File: config.mk
export PLATFORM = sky130hd
export DESIGN_NAME = decisecond_stopwatch
export DESIGN_NICKNAME = d
export VERILOG_FILES = /design/src/rtl/decisecond_stopwatch_pkg.sv /design/src/rtl/decisecond_stopwatch_bcd_digit_counter.sv /design/src/rtl/decisecond_stopwatch.sv
export SDC_FILE = /design/constraint.sdc
export NUM_CORES = 1
export LEC_CHECK = 0
export CORE_MARGIN = 1
export CORE_UTILIZATION = 50
export CTS_CLUSTER_DIAMETER = 100
export DETAILED_ROUTE_END_ITERATION = 8
export GPL_TIMING_DRIVEN = 0
export HOLD_SLACK_MARGIN = 0.06
export MAX_ROUTING_LAYER = met4
export PLACE_DENSITY = 0.73
export SLEW_MARGIN = 20
export SYNTH_ARGS = -nofsm -noshare
export SYNTH_HDL_FRONTEND = slang
export SYNTH_SLANG_ARGS = --single-unit
File: constraint.sdc
create_clock -name clk -period 2.1 [get_ports clk]
set_input_delay 0.21 -clock clk [delete_from_list [all_inputs] [get_ports clk]]
set_output_delay 0.21 -clock clk [all_outputs]
set_load 0.1 [all_outputs]
File: src/rtl/decisecond_stopwatch_pkg.sv
// ---------------------------------------------------------------------------
// decisecond_stopwatch_pkg
// Shared definitions for the decisecond stopwatch:
//   state_t   - stopwatch control states (IDLE, RUN, LAP, PAUSE)
//   DIGIT_W   - width of one BCD digit
//   bcdNext   - next value of a BCD digit with a programmable terminal value
// ---------------------------------------------------------------------------
package decisecond_stopwatch_pkg;

  localparam int DIGIT_W = 4;

  typedef enum logic [1:0] {
    IDLE  = 2'd0,
    RUN   = 2'd1,
    LAP   = 2'd2,
    PAUSE = 2'd3
  } state_t;

  // Next value of a BCD digit. Anything at or above the terminal value rolls
  // back to zero, so a digit can never wander into a non-BCD code.
  function automatic logic [DIGIT_W-1:0] bcdNext(
    input logic [DIGIT_W-1:0] digit,
    input logic [DIGIT_W-1:0] terminal,
    input logic               inc
  );
    logic [DIGIT_W-1:0] result;
    result = digit;
    if (inc) begin
      if (digit >= terminal) result = '0;
      else                   result = digit + 1'b1;
    end
    return result;
  endfunction

endpackage

File: src/rtl/decisecond_stopwatch_bcd_digit_counter.sv
// ---------------------------------------------------------------------------
// bcd_digit_counter
// One BCD digit of the stopwatch count chain, counting 0..TERMINAL.
// Ports:
//   clk     - system clock
//   resetN  - asynchronous active-low reset (digit -> 0)
//   clear   - synchronous clear, wins over inc
//   inc     - advance the digit by one at the next edge
//   digit   - current digit value
//   carry   - inc while at TERMINAL; drives the next digit's inc
// ---------------------------------------------------------------------------
module bcd_digit_counter
  import decisecond_stopwatch_pkg::*;
#(
  parameter logic [DIGIT_W-1:0] TERMINAL = 4'd9
) (
  input  logic               clk,
  input  logic               resetN,
  input  logic               clear,
  input  logic               inc,
  output logic [DIGIT_W-1:0] digit,
  output logic               carry
);

  // Digit register; clear has priority so PAUSE->IDLE always lands on zero.
  always_ff @(posedge clk or negedge resetN) begin
    if (!resetN) begin
      digit <= '0;
    end else if (clear) begin
      digit <= '0;
    end else begin
      digit <= bcdNext(digit, TERMINAL, inc);
    end
  end

  assign carry = inc && (digit == TERMINAL);

endmodule

File: src/rtl/decisecond_stopwatch.sv
// ---------------------------------------------------------------------------
// decisecond_stopwatch
// Start/stop/lap stopwatch counting tenths of seconds in BCD up to
// MAXMIN:59.9, wrapping to 0:00.0 with a sticky overflow flag.
// Ports:
//   clk          - system clock (100 MHz)
//   resetN       - asynchronous active-low reset
//   decisecond   - one-clock tick every 0.1 s
//   startStop    - debounced one-clock start/stop pulse
//   lapReset     - debounced one-clock lap/reset pulse
//   dispTenths   - displayed tenths digit
//   dispSecOnes  - displayed seconds-ones digit
//   dispSecTens  - displayed seconds-tens digit (0-5)
//   dispMin      - displayed minutes digit (0-MAXMIN)
//   running      - high in RUN or LAP
//   lapActive    - high in LAP (display frozen on the lap latch)
//   overflow     - sticky, set on wrap past MAXMIN:59.9
// ---------------------------------------------------------------------------
module decisecond_stopwatch
  import decisecond_stopwatch_pkg::*;
#(
  parameter logic [DIGIT_W-1:0] MAXMIN = 4'd9
) (
  input  logic               clk,
  input  logic               resetN,
  input  logic               decisecond,
  input  logic               startStop,
  input  logic               lapReset,
  output logic [DIGIT_W-1:0] dispTenths,
  output logic [DIGIT_W-1:0] dispSecOnes,
  output logic [DIGIT_W-1:0] dispSecTens,
  output logic [DIGIT_W-1:0] dispMin,
  output logic               running,
  output logic               lapActive,
  output logic               overflow
);

  state_t r_state;
  state_t w_nextState;
  logic   w_clear;
  logic   w_latchLap;
  logic   w_count;

  logic [DIGIT_W-1:0] w_liveTenths, w_liveSecOnes, w_liveSecTens, w_liveMin;
  logic               w_carryTenths, w_carrySecOnes, w_carrySecTens, w_wrap;
  logic [DIGIT_W-1:0] r_lapTenths, r_lapSecOnes, r_lapSecTens, r_lapMin;
  logic               r_overflow;

  // Ticks count on the pre-edge state, so a tick arriving with the stop press
  // is counted and one arriving with the start press is not.
  assign w_count = decisecond && ((r_state == RUN) || (r_state == LAP));

  always_ff @(posedge clk or negedge resetN) begin
    if (!resetN) r_state <= IDLE;
    else         r_state <= w_nextState;
  end

  // startStop is tested first in every state so it wins over a simultaneous
  // lapReset.
  always_comb begin
    w_nextState = r_state;
    w_clear     = 1'b0;
    w_latchLap  = 1'b0;
    case (r_state)
      IDLE: begin
        if (startStop) w_nextState = RUN;
      end
      RUN: begin
        if (startStop) begin
          w_nextState = PAUSE;
        end else if (lapReset) begin
          w_nextState = LAP;
          w_latchLap  = 1'b1;
        end
      end
      LAP: begin
        if (startStop)     w_nextState = PAUSE;
        else if (lapReset) w_nextState = RUN;
      end
      PAUSE: begin
        if (startStop) begin
          w_nextState = RUN;
        end else if (lapReset) begin
          w_nextState = IDLE;
          w_clear     = 1'b1;
        end
      end
      default: w_nextState = IDLE;
    endcase
  end

  bcd_digit_counter #(.TERMINAL(4'd9)) uTenths (
    .clk(clk), .resetN(resetN), .clear(w_clear), .inc(w_count),
    .digit(w_liveTenths), .carry(w_carryTenths)
  );

  bcd_digit_counter #(.TERMINAL(4'd9)) uSecOnes (
    .clk(clk), .resetN(resetN), .clear(w_clear), .inc(w_carryTenths),
    .digit(w_liveSecOnes), .carry(w_carrySecOnes)
  );

  bcd_digit_counter #(.TERMINAL(4'd5)) uSecTens (
    .clk(clk), .resetN(resetN), .clear(w_clear), .inc(w_carrySecOnes),
    .digit(w_liveSecTens), .carry(w_carrySecTens)
  );

  bcd_digit_counter #(.TERMINAL(MAXMIN)) uMin (
    .clk(clk), .resetN(resetN), .clear(w_clear), .inc(w_carrySecTens),
    .digit(w_liveMin), .carry(w_wrap)
  );

  // The lap latch captures the post-edge live count, so a tick landing on the
  // lap press is included in the frozen value.
  always_ff @(posedge clk or negedge resetN) begin
    if (!resetN) begin
      r_lapTenths  <= '0;
      r_lapSecOnes <= '0;
      r_lapSecTens <= '0;
      r_lapMin     <= '0;
    end else if (w_clear) begin
      r_lapTenths  <= '0;
      r_lapSecOnes <= '0;
      r_lapSecTens <= '0;
      r_lapMin     <= '0;
    end else if (w_latchLap) begin
      r_lapTenths  <= bcdNext(w_liveTenths,  4'd9,   w_count);
      r_lapSecOnes <= bcdNext(w_liveSecOnes, 4'd9,   w_carryTenths);
      r_lapSecTens <= bcdNext(w_liveSecTens, 4'd5,   w_carrySecOnes);
      r_lapMin     <= bcdNext(w_liveMin,     MAXMIN, w_carrySecTens);
    end
  end

  // Sticky overflow: set by the carry out of the minutes digit, dropped only
  // by reset or the PAUSE->IDLE clear (which can never coincide with a tick).
  always_ff @(posedge clk or negedge resetN) begin
    if (!resetN)     r_overflow <= 1'b0;
    else if (w_clear) r_overflow <= 1'b0;
    else if (w_wrap)  r_overflow <= 1'b1;
  end

  assign lapActive   = (r_state == LAP);
  assign running     = (r_state == RUN) || (r_state == LAP);
  assign overflow    = r_overflow;
  assign dispTenths  = lapActive ? r_lapTenths  : w_liveTenths;
  assign dispSecOnes = lapActive ? r_lapSecOnes : w_liveSecOnes;
  assign dispSecTens = lapActive ? r_lapSecTens : w_liveSecTens;
  assign dispMin     = lapActive ? r_lapMin     : w_liveMin;

endmodule

**Word level (Yosys, flattened, before mapping)**

Cells that the tools add are included.

- Add/sub/neg operators: 4
- Equal/unequal tests: 11
- Reductions and logical operators: 10
- Magnitude comparators: 4
- Multiplexer cells: 38

Operator list:

| cell | number |
|---|---|
| $mux W4 | 24 |
| $add A4 B1 Y4 const B | 4 |
| $mux W2 | 7 |
| $eq A4 B4 Y1 const B | 3 |
| $ge A4 B4 Y1 const B | 3 |
| $ne A3 B3 Y1 const B | 3 |
| $pmux W2 S4 | 1 |
| $mux W1 | 6 |
| $logic_and A1 B1 Y1 | 5 |
| $eq A2 B2 Y1 const B | 2 |
| $eq A4 B3 Y1 const B | 1 |
| $ge A4 B3 Y1 const B | 1 |
| $reduce_and A4 Y1 | 1 |
| $reduce_bool A2 Y1 | 2 |
| $eq A2 B1 Y1 const B | 1 |
| $logic_not A2 Y1 | 1 |
| $ne A2 B2 Y1 const B | 1 |
| $logic_or A1 B1 Y1 | 1 |

- Output and inout bits: 19
- Word-level logic and storage cells: 77
- Input port bits: 5
- Register bits after elaboration: 35

**Longest topological paths before layout**

Gate-level depths: netlist (run 1).

- Word-level depth: 9
- Gate-level depth with buffers: 8

**Modules after synthesis**

A second synthesis (run 1) with hierarchy kept.

- Cells, all modules: 278
- Area, all modules: 2602.5 um^2

By module, submodules not included:

| module | seq. area each (um^2) | area an instance (um^2) | times used | cells an instance |
|---|---|---|---|---|
| decisecond_stopwatch | 475.5 | 1605.3 | 1 | 184 |
| bcd_digit_counter (uMin ...) | 100.1 | 246.5 | 3 | 22 |
| bcd_digit_counter (uSecTens) | 100.1 | 257.7 | 1 | 28 |

**Worst setup path after synthesis (run 1)**

Ideal clock, no wire load.

- Path type: flip-flop to output port
- Start point: register r_state[0]
- End point: output dispMin[0]
- Path slack: -1820 ps
- Path buffers: 2
- Cell stages (with the launch flop): 6
- Required time: 1890 ps
- Arrival time: 3710 ps
- Cells stage by stage: dfrtp_1 -> inv_1 -> ha_1 -> clkbuf_1 -> buf_1 -> o21ai_0

- Longest elaborated chain between the ends: 2

Ends and longest elaborated chain:

| element | RTL line | source |
|---|---|---|
| start, declared | decisecond_stopwatch.sv:38 | `state_t r_state;` |
| start signal, assigned | decisecond_stopwatch.sv:55 | `else r_state <= w_nextState;` |
| $eq A2 B2 Y1 | decisecond_stopwatch.sv:141 | `assign lapActive = (r_state == LAP);` |
| net lapActive | decisecond_stopwatch.sv:34 | `output logic lapActive,` |
| $mux W4 | decisecond_stopwatch.sv:147 | `assign dispMin = lapActive ? r_lapMin : w_liveMin;` |
| end, declared | decisecond_stopwatch.sv:32 | `output logic [DIGIT_W-1:0] dispMin,` |

The timed path passes the listed nets, and every way through them passes these cells.

**Worst setup path in the final report (run 1)**

- Start point: register r_state[0]
- End point: output lapActive

- Longest elaborated chain between the ends: 1

Ends and longest elaborated chain:

| element | RTL line |
|---|---|
| $eq A2 B2 Y1 | decisecond_stopwatch.sv:141 |
| end, declared | decisecond_stopwatch.sv:34 |

Every way passes these cells.

==> results list, run 1 <==
- The flow ran to the end, but the final reports show violations.
* Violations in the final reports: DRC
- Maximum level of the CTS H-tree: 2
* Vias in the first global route: roughly 1500
* First-iteration detailed-routing DRC count: 58
- Count of max-cap constraint violations: 0
- Relative slew slack: approximately 36%
- For this design the ratio of total power to cell area is 1330 mW/mm^2.
- The clock passes through at most 2 buffers.
- Register-to-Register Setup Slack: 0.08 ns
* Classification of the worst setup path: register to primary output
- After synthesis, the mean cell area works out to 9.64 sq um.
* Final std cells w/o fill: 309
- Inst Count DP: 289
- After detailed routing, the average wire length per cell comes to about 14 microns.
- Reg-to-reg startpoint: r_state[1]
- In the synthesized netlist, the number of instances is 215.
- P_int: between 1.5 and 2 mW
- Detailed placement finished with a half-perimeter wire length of 3.05 mm.
- Most frequent cells in the layout: dfrtp_1 (34), nand2_1 (25), nor2_1 (20)
- Slew Viols, Final: 0
- Summing over every cut layer, the via total after detailed routing is 1661.
- I/O pins: 24
* Switching power: about 1.8 mW
* Proportion of register bits with asynchronous set or reset after synthesis: between 90% and 100%
- Post-synthesis instance area: 0.00207 sq mm
- The layout has 328 filler cells.
* Root cell of the clock tree: clkbuf_8
- Clock network fraction of design power: between 10% and 20%
- The library cell used most frequently in the layout, excluding fill and tap cells, is dfrtp_1.
- The final hold violation count is 0.
- Number of antenna violations at the first check in global routing: 0
- Part of the total power dissipated in sequential elements: between 20 and 30%
- Fraction of final layout cells sized beyond drive strength 1: approximately 31%
* Sort of element at the start of the critical path: register
- Combinational cells account for just under 60% of the total power.
- Min Clock Period, post-route: between 2 and 2.5 ns
- Setup violations remaining at the end of the flow were counted as 0.
* First-pass DRT Iterations: 6
- Synth warn: 0
- Switch share: 48.9%
* Worst VDD drop: between 1 and 1.5 mV
- Seq cells post-synth: 35
* NumNets Final: 280
- CTS tree: yes
* Sequential-to-total area share from yosys stat: roughly 42%
- The endpoint identified for the worst register-to-register timing path is r_lapMin[2].
- Highest clock rate: 493 MHz
- In the synthesized netlist the dominant register cell turns out to be dfrtp_1.
- TritonCTS created 5 clock buffers.
* Final weighted congestion in routability-driven placement: between 0.8 and 0.9
* R2R cell count: 7
- Critical path launch point: r_state[0]
* Post-route DRC violation count: 2
- In the routed layout, each cell is associated on average with a via count of roughly 5.4.
- Worst slack after detailed placement: -0.707 ns
- The netlist uses 48 different library cells.
* Maximum net fanout on the critical path: 4
- After floorplanning, the core was sized to cover 0.00400 sq mm.
- The die covers approximately 0.0044 sq mm.
- Largest net degree at the start of global routing: 32
* Row count: 23
- On the final layout, the worst clock skew is 0.00847 ns.
- Actual slew at the worst max-slew pin: 0.955 ns
* Path class of the lowest-slack min-delay path: primary input to asynchronous set/reset pin
* Sink Count: 35
* Synthesized net count: 237
- Data required time of the critical path: between 1.5 and 2 ns
- Chip Height: 66.4 microns
- The initial utilization of the core area, before any placement, comes to roughly 52%.
* GRT Residual Overflow: 0
- CTS clk-pin slew, worst paths: 0.08 ns
- Setup slack closes at approximately 0.073 ns.
- Sum of routed wire length over all layers: 4.47 mm
- In this run the static leakage power is approximately 1.3 nW.
- Remaining antenna violation count: 0
- Yosys mapped a number of flops with a built-in enable equal to 0.
- STA classifies the critical path endpoint as a primary output.
- For the worst-skew pair, the clock arrives at the later sink with an insertion delay of 0.29 ns.
- Port buffering added 23 buffers.
- Portion of the clock cycle consumed by the worst path in the final layout: 96.5%
- STA puts the critical path data arrival time at approximately 1.8 ns.
* Global-route wire length before repair: 7.14 mm
- From left edge to right edge, the die measures 66.4 microns.
* # diodes: 0
* P&R area growth vs syn: 32.4%
- For this run, the total global-route usage over all layers was measured as 22.9%.
-- cell usage after synthesis, drive strengths merged (2+ instances only) --
master	instances	area (sq um)
nand4	3	25.0
clkbuf	7	26.3
inv	13	48.8
or3b	3	26.3
nand2	25	93.8
buf	5	25.0
mux2	12	135
or2	2	12.5
a21oi	4	20.0
o21ai	18	90.1
o31a	2	17.5
nand2b	3	18.8
nor2	20	75.1
nand3	6	30.0
xnor2	3	26.3
nand4b	2	17.5
mux2i	6	60.1
or3	2	12.5
o31ai	2	15.0
a31oi	2	12.5
dfrtp	35	876
nor4	3	18.8
ha	17	213
-- per-stage QoR --
stage | hold WS, ns | total power [mW] | cell area (sq um) | util [%] | setup TNS [ns]
2_1_floorplan | -0.0856 | 2.55 | 2220 | - | 0
3_3_place_gp | 0.462 | 2.90 | 2510 | 62.7 | -9.53
3_5_place_dp | 0.0484 | 2.92 | 2520 | 63.1 | -10.18
4_1_cts | 0.271 | 3.53 | 2660 | 66.5 | 0
5_1_grt | 0.277 | 3.84 | 2740 | 68.6 | -0.00582
6_report | 0.277 | 3.64 | 2740 | 68.6 | 0
-- how the worst max path moves through the flow --
| stage | endpoint | depth (start not counted) |
|---|---|---|
| 6_report | lapActive | 3 |
| 5_1_grt | r_lapMin[2] | 7 |
| 4_1_cts | dispSecOnes[2] | 6 |
| 3_5_place_dp | dispMin[1] | 7 |
| 3_3_place_gp | dispMin[1] | 7 |
| 2_1_floorplan | r_lapMin[2] | 7 |
-- flip-flops by register name, indices dropped and copies added, names as in the netlist --
register	cells
overflow	1
uSecTens.digit	4
r_lapTenths	4
r_lapMin	4
uSecOnes.digit	4
r_lapSecOnes	4
uMin.digit	4
r_state	2
uTenths.digit	4
r_lapSecTens	4
-- layout make-up --
cell class,count,area [sq um],area share (%)
Tap cell,50,62.6,2.28
Buffer,12,86.3,3.15
Multi-Input combinational cell,155,1240,45.1
Clock buffer,8,100,3.65
Inverter,13,48.8,1.78
Sequential cell,35,877,32.0
Timing Repair Buffer,36,330,12.0
-- worst max-delay path, cell delays in order, from the launching register on --
cell           delay (ns)
dfrtp_1              0.42
inv_2                0.13
ha_4                 0.14
dlygate4sd2_1        0.84
-- cell families after synthesis --
group,count (synthesis),synth area share (%)
simple gates,76,18.7
mux,18,9.42
fa+ha+maj,17,10.3
flops,35,42.3
buf+inv,25,4.83
compound gates,40,12.8
xor+xnor,4,1.69
-- metal layers --
| layer | part of all wire [%] | global-route usage [%] | routed length [microns] |
|---|---|---|---|
| met5 | 0 | - | 0 |
| met4 | 1.1 | 7.18 | 51 |
| met3 | 2.6 | 5.69 | 116 |
| met2 | 48 | 35.2 | 2150 |
| met1 | 48 | 29.7 | 2150 |
-- power by group through the flow --
stage	Combinational (mW)	Clock (mW)	Sequential, mW
after floorplan	1.59	0	0.954
after global routing	2.31	0.578	0.954
final	2.17	0.541	0.932
after global placement	1.96	0	0.939
after detailed placement	1.98	0	0.943
after CTS	2.04	0.555	0.930
-- repair_timing --
| item | CTS | global route |
|---|---|---|
| pin swaps | 0 | 1 |
| hold endpoints to repair | 35 | 0 |
| hold buffers | 1 | 0 |
| resized for setup | 112 | 9 |
| setup buffers | 2 | 9 |
| setup endpoints to repair | 28 | 27 |
No activity file was read; power rests on OpenSTA's default activity.
==> run 2: changes to the inputs <==
--- a/config.mk
+++ b/config.mk
@@ -12,7 +12,7 @@
 export GPL_TIMING_DRIVEN = 0
 export HOLD_SLACK_MARGIN = 0.06
 export MAX_ROUTING_LAYER = met4
-export PLACE_DENSITY = 0.73
+export PLACE_DENSITY = 0.75
 export SLEW_MARGIN = 20
 export SYNTH_ARGS = -nofsm -noshare
 export SYNTH_HDL_FRONTEND = slang
==> results list, run 2 (same netlist as run 1, synthesis figures left out) <==
- The congestion estimate from routability-driven global placement came to 0.845.
* Largest net degree at the start of global routing: 33
* Arrival time reported for the critical path endpoint: ~1.8 ns
* Most frequent cells in the layout: dfrtp_1 (34), nand2_1 (25), nor2_1 (20)
- Post-route DRC violation count: 0
* Vias per inst: roughly 5.5
- 0 antenna diodes ended up in the layout.
- Maximum net fanout on the critical path: 10
- Die area: 0.00441 sq mm
* R2R cell count: 7
- For this block, the routed nets add up to 4.46 mm of wire.
- The worst setup path is captured at a primary output.
- Cells along the critical path: inv_2 -> ha_4 -> buf_4 -> buf_12 -> mux2_4 -> buf_6
* Classification of the worst setup path: register to primary output
- The finished cells cover 0.00272 sq mm.
- In this design, the largest share of critical-path delay is due to buffers and inverters.
- From synthesis to final layout, the design area changed by 31.2%.
- Slew Viols, Final: 0
- Buffers added on ports: 23
- Leaving out fill and tap cells, the most frequent cell in the layout is dfrtp_1.
- Endpoints failing hold: 0
* Relative slew slack: 36.0%
- After legalization and detailed placement, the total HPWL measured 2.97 mm.
- Highest clock rate: ~500 MHz
* Fraction of final layout cells sized beyond drive strength 1: 30.2%
* Data required time of the critical path: approximately 1.9 ns
- Status: finished, final reports clean
- After filler insertion, the fill cell instance count of the layout stands at 315.
* Finish-stage setup viols: 0
- The worst setup path is launched from a register.
* Maximum clock skew at final layout: approximately 0.0055 ns
- After detailed routing, the average wire length per cell comes to approximately 15 microns.
- Initial cell density of the core: 51.8%
- Via count of the routed design: between 1500 and 2000
* Count of max-cap constraint violations: 0
* Worst VDD drop: about 1.6 mV
* Reg-to-reg startpoint: r_state[1]
- Across all register-to-register paths, the minimum setup slack is 0.10 ns.
- I/O pins: 24
- Remaining antenna violation count: 0
- After global routing the overflow that remains totals 0.
* Chip Height: 66.4 microns
* Root cell of the clock tree: clkbuf_8
- Die Width: 66.4 microns
* Ratio of total power to cell area: 1310 mW/mm^2
- CTS clk-pin slew, worst paths: about 0.070 ns
- TritonCTS built the clock tree.
- Min Clock Period, post-route: 2.01 ns
- Delay of the slowest cell on the worst path: 0.40 ns
- First-iteration detailed-routing DRC count: 52
- At the pin with the least slew margin, the transition time is 0.956 ns.
- The min-delay analysis places its worst path in the category primary input to asynchronous set/reset pin.
- Sink Count: 35
- The via count of the first global-routing pass came to approximately 1500.
- Among all stages on the critical path, the largest delay is contributed by dfrtp_1.
- No sink is reached through more buffers than the 2 on the longest clock path.
- Number of antenna violations at the first check in global routing: 0
- The later pin in the worst-skew pair is clocked with a latency of 0.28 ns.
* Total core area: 0.00400 sq mm
- Together, buffers and inverters on the worst path number 4.
- In this run the core area contains 23 standard-cell rows.
* CTS buffer count: 5
* First-pass DRT Iterations: 4
- Maximum level of the CTS H-tree: 2
* Global-route wire length before repair: between 7 and 8 mm
- On the final layout, the worst hold slack is 0.267 ns.
- In this run the static leakage power is roughly 1.3 nW.
* Area post-placement: 0.00252 sq mm
- After the last flow step, the layout net total stands at 276.
- Overall Global Routing Usage: 22.8%
- Portion of the clock cycle consumed by the worst path in the final layout: 95.6%
* Endpoint of the worst-slack reg-to-reg timing path: r_lapMin[1]
[run 2: cell count changes in the layout (fill, tap and decap cells not counted), sizes merged]
cell / before / now
buf: 35 / 31
[run 2: metrics by stage]
step           total power, mW  worst slack [ns]  std cells  TNS [ns]  utilization, %
2_1_floorplan             2.55           0.00939        215         0               -
3_3_place_gp              2.90            -0.695        288     -9.61            62.7
3_5_place_dp              2.92            -0.692        289     -9.64            63.1
4_1_cts                   3.50            0.0118        299         0            66.2
5_1_grt                   3.73          -0.00511        305  -0.00511            68.0
6_report                  3.56            0.0919        305         0            68.0
[run 2: worst max path at each step]
stage	startpoint	endpoint	slack, ns	cells after the start
floorplan	r_state[0]	r_lapMin[2]	0.009	7
global placement	r_state[0]	dispMin[0]	-0.70	7
detailed placement	r_state[0]	dispMin[1]	-0.69	7
CTS	r_state[0]	dispSecTens[2]	0.01	6
global route	uTenths.digit[1]	r_lapMin[1]	-0.005	8
finish	r_state[0]	dispSecTens[2]	0.09	6
[run 2: metal layers]
layer  vias up  track usage, %  part of all wire, %
met3        10            4.14                  2.6
met4         0            8.78                  1.9
met2        28            34.6                   48
met1       823            30.3                   48
met5         -               -                    0
li1        824               -                    -
[run 2: area by class of cell]
class	count	area [sq um]	share of cell area (%)
multi-input combinational	155	1250	46.1
sequential	35	877	32.3
timing repair buffer	32	293	10.8
clock buffer	8	100	3.68
buffer	12	83.8	3.08
tap	50	62.6	2.30
inverter	13	48.8	1.79
[run 2: what timing repair did]
item,CTS,global route
endpoints found under the hold margin,35,0
hold buffers,1,0
setup buffers,1,6
setup endpoints to repair,28,32
resized for setup,111,9
[run 2: where the power goes]
part / switching [mW] / total (mW) / internal [mW]
logic: 1.41 / 2.09 / 0.675
registers: 0.116 / 0.929 / 0.814
clock network: 0.242 / 0.542 / 0.300
==> run 3: changes to the inputs <==
--- a/config.mk
+++ b/config.mk
@@ -13,6 +13,8 @@
 export HOLD_SLACK_MARGIN = 0.06
 export MAX_ROUTING_LAYER = met4
 export PLACE_DENSITY = 0.75
+export REMOVE_ABC_BUFFERS = 1
+export SKIP_CTS_REPAIR_TIMING = 1
 export SLEW_MARGIN = 20
 export SYNTH_ARGS = -nofsm -noshare
 export SYNTH_HDL_FRONTEND = slang
==> results list, run 3 (same netlist as run 1, synthesis figures left out) <==
* Largest net degree at the start of global routing: 28
* Final setup TNS: 0 ns
* Inst Count DP: roughly 280
* Reg-to-reg startpoint: r_state[1]
- Endpoints failing hold: 0
* Initial cell density of the core: 51.8%
* Cell leakage power: 1.20 nW
- Post-route DRC violation count: 0
* Actual slew at the worst max-slew pin: 0.956 ns
* Critical path capture point type: primary output
* Slowest CP cell: clkbuf_2
- Row count: 23
* Clk_lat worst skew: 0.29 ns
- During I/O placement, the number of pins put on the boundary was 24.
- Highest clock rate: 487 MHz
- The cell sitting at the root of the clock tree is a clkbuf_8.
- Worst VDD drop: 1.06 mV
* Buffers added on ports: 23
- Setup slack on the worst reg-to-reg path comes out at ~0.07 ns.
- For this run, the number of standard cells in the final layout without fillers is 292.
* P&R area growth vs syn: 21.4%
- Worst path buffer plus inverter count: 3
* Ratio of total power to cell area: 1370 mW/mm^2
- Data arrives at the worst endpoint at 1.85 ns.
- Maximum level of the CTS H-tree: 2
- In this design, the stage delay of the slowest critical-path cell is 0.48 ns.
- Cells along the critical path: inv_2 -> ha_4 -> clkbuf_8 -> o21ai_0 -> clkbuf_2
- STA classifies the critical path startpoint as a register.
* First-iteration detailed-routing DRC count: between 100 and 150
- The post-route netlist has 24.4% of its cells at a drive strength greater than 1.
* Sink Count: 35
- Status: finished, final reports clean
- Relative slew slack: 36.1%
* Commonest non-fill, non-tap cell in the layout: dfrtp_1
* Via count of the routed design: 1644
* CTS clk-pin slew, worst paths: approximately 0.07 ns
* R2R cell count: 6
* First-pass DRT Iterations: 4
- Vias per inst: about 5.6
- Final weighted congestion in routability-driven placement: 0.795
- Clock skew on the completed layout was measured at about 0.0038 ns.
* Most frequent cells in the layout: dfrtp_1 (34), nand2_1 (25), nor2_1 (20)
- GRT Residual Overflow: 0
- Endpoint of the worst-slack reg-to-reg timing path: r_lapMin[2]
- NumNets Final: 263
- Finish-stage setup viols: 0
- Portion of the clock cycle consumed by the worst path in the final layout: 97.9%
- Measured along the x axis, the die boundary spans 66.4 microns.
- CTS tree: yes
* Path class of the lowest-slack min-delay path: primary input to asynchronous set/reset pin
- In this run, CTS created clock tree buffers numbering 5.
- Total power consumption of the routed design: 3.45 mW
* Clock Tree Buf Depth: 2
- Total core area: 0.00400 sq mm
- Count of max-cap constraint violations: 0
- The final-report max-slew violation count was 0.
* Remaining antenna violation count: 0
* Global-route wire length before repair: 6.80 mm
- The number of antenna diodes in the final layout is 0.
- Chip Height: ~66 microns
- Data required time of the critical path: 1.89 ns
- Vias in the first global route: around 1500
- Overall Global Routing Usage: 21.4%
- Kind of cell adding the most delay to the critical path: buffers and inverters
- Average detailed-routed wire length per instance: about 15 microns
- Min Clock Period, post-route: 2.06 ns
* Die area: around 0.0044 sq mm
- Sum of routed wire length over all layers: 4.47 mm
- The initial antenna violation count was 0.
- In this run the worst path has a maximum fanout of 13.
* Classification of the worst setup path: register to primary output
- Estimated wirelength of the detail-placed design: 2.92 mm
==> run 3: cell count changes in the layout (fill, tap and decap cells not counted), sizes merged <==
cell / change
clkinv: +1
clkdlybuf4s15: -1
buf: -11
clkbuf: -2
dlygate4sd2: -1
bufinv: +1
==> run 3: where the power goes <==
group	leakage (nW)	internal, mW	switching, mW	total [mW]
logic	0.668	0.539	1.31	1.85
clock network	0.0612	0.384	0.254	0.638
registers	0.473	0.813	0.142	0.956
==> run 3: worst max-delay path by stage <==
stage,start,to,slack [ns],cells after the start
6_report,r_state[0],dispSecOnes[0],0.04,5
5_1_grt,r_state[0],dispSecOnes[0],-0.03,5
4_1_cts,r_state[0],dispSecOnes[3],-1.34,4
3_5_place_dp,r_state[0],dispSecOnes[3],-1.03,4
3_3_place_gp,r_state[0],dispSecOnes[3],-0.98,4
2_1_floorplan,r_state[0],dispSecOnes[0],-1.73,3
==> run 3: cell type report <==
| cell class | count | area (sq um) |
|---|---|---|
| fillers | 352 | 1480 |
| multi-input cells | 155 | 1160 |
| flip-flops and latches | 35 | 877 |
| repair buffers | 31 | 254 |
| clock buffers | 6 | 82.6 |
| well taps | 50 | 62.6 |
| inverters | 13 | 48.8 |
| clock inverters | 2 | 35.0 |
==> run 3: stage by stage <==
| step | area, sq um | utilization (%) | setup WS [ns] | hold WS, ns |
|---|---|---|---|---|
| after floorplan | 2020 | - | -1.73 | -0.0856 |
| after global placement | 2310 | 57.8 | -0.982 | 0.458 |
| after detailed placement | 2350 | 58.8 | -1.03 | 0.149 |
| after CTS | 2470 | 61.7 | -1.34 | -0.159 |
| after global routing | 2520 | 62.9 | -0.0277 | 0.406 |
| final | 2520 | 62.9 | 0.0446 | 0.372 |
==> run 3: layer usage <==
| layer | vias to the layer above | track usage [%] | part of all wire (%) |
|---|---|---|---|
| met5 | - | - | 0 |
| li1 | 805 | - | - |
| met4 | 0 | 6.38 | 1.9 |
| met2 | 28 | 35.6 | 51 |
| met3 | 8 | 4.14 | 2.6 |
| met1 | 803 | 26.3 | 45 |
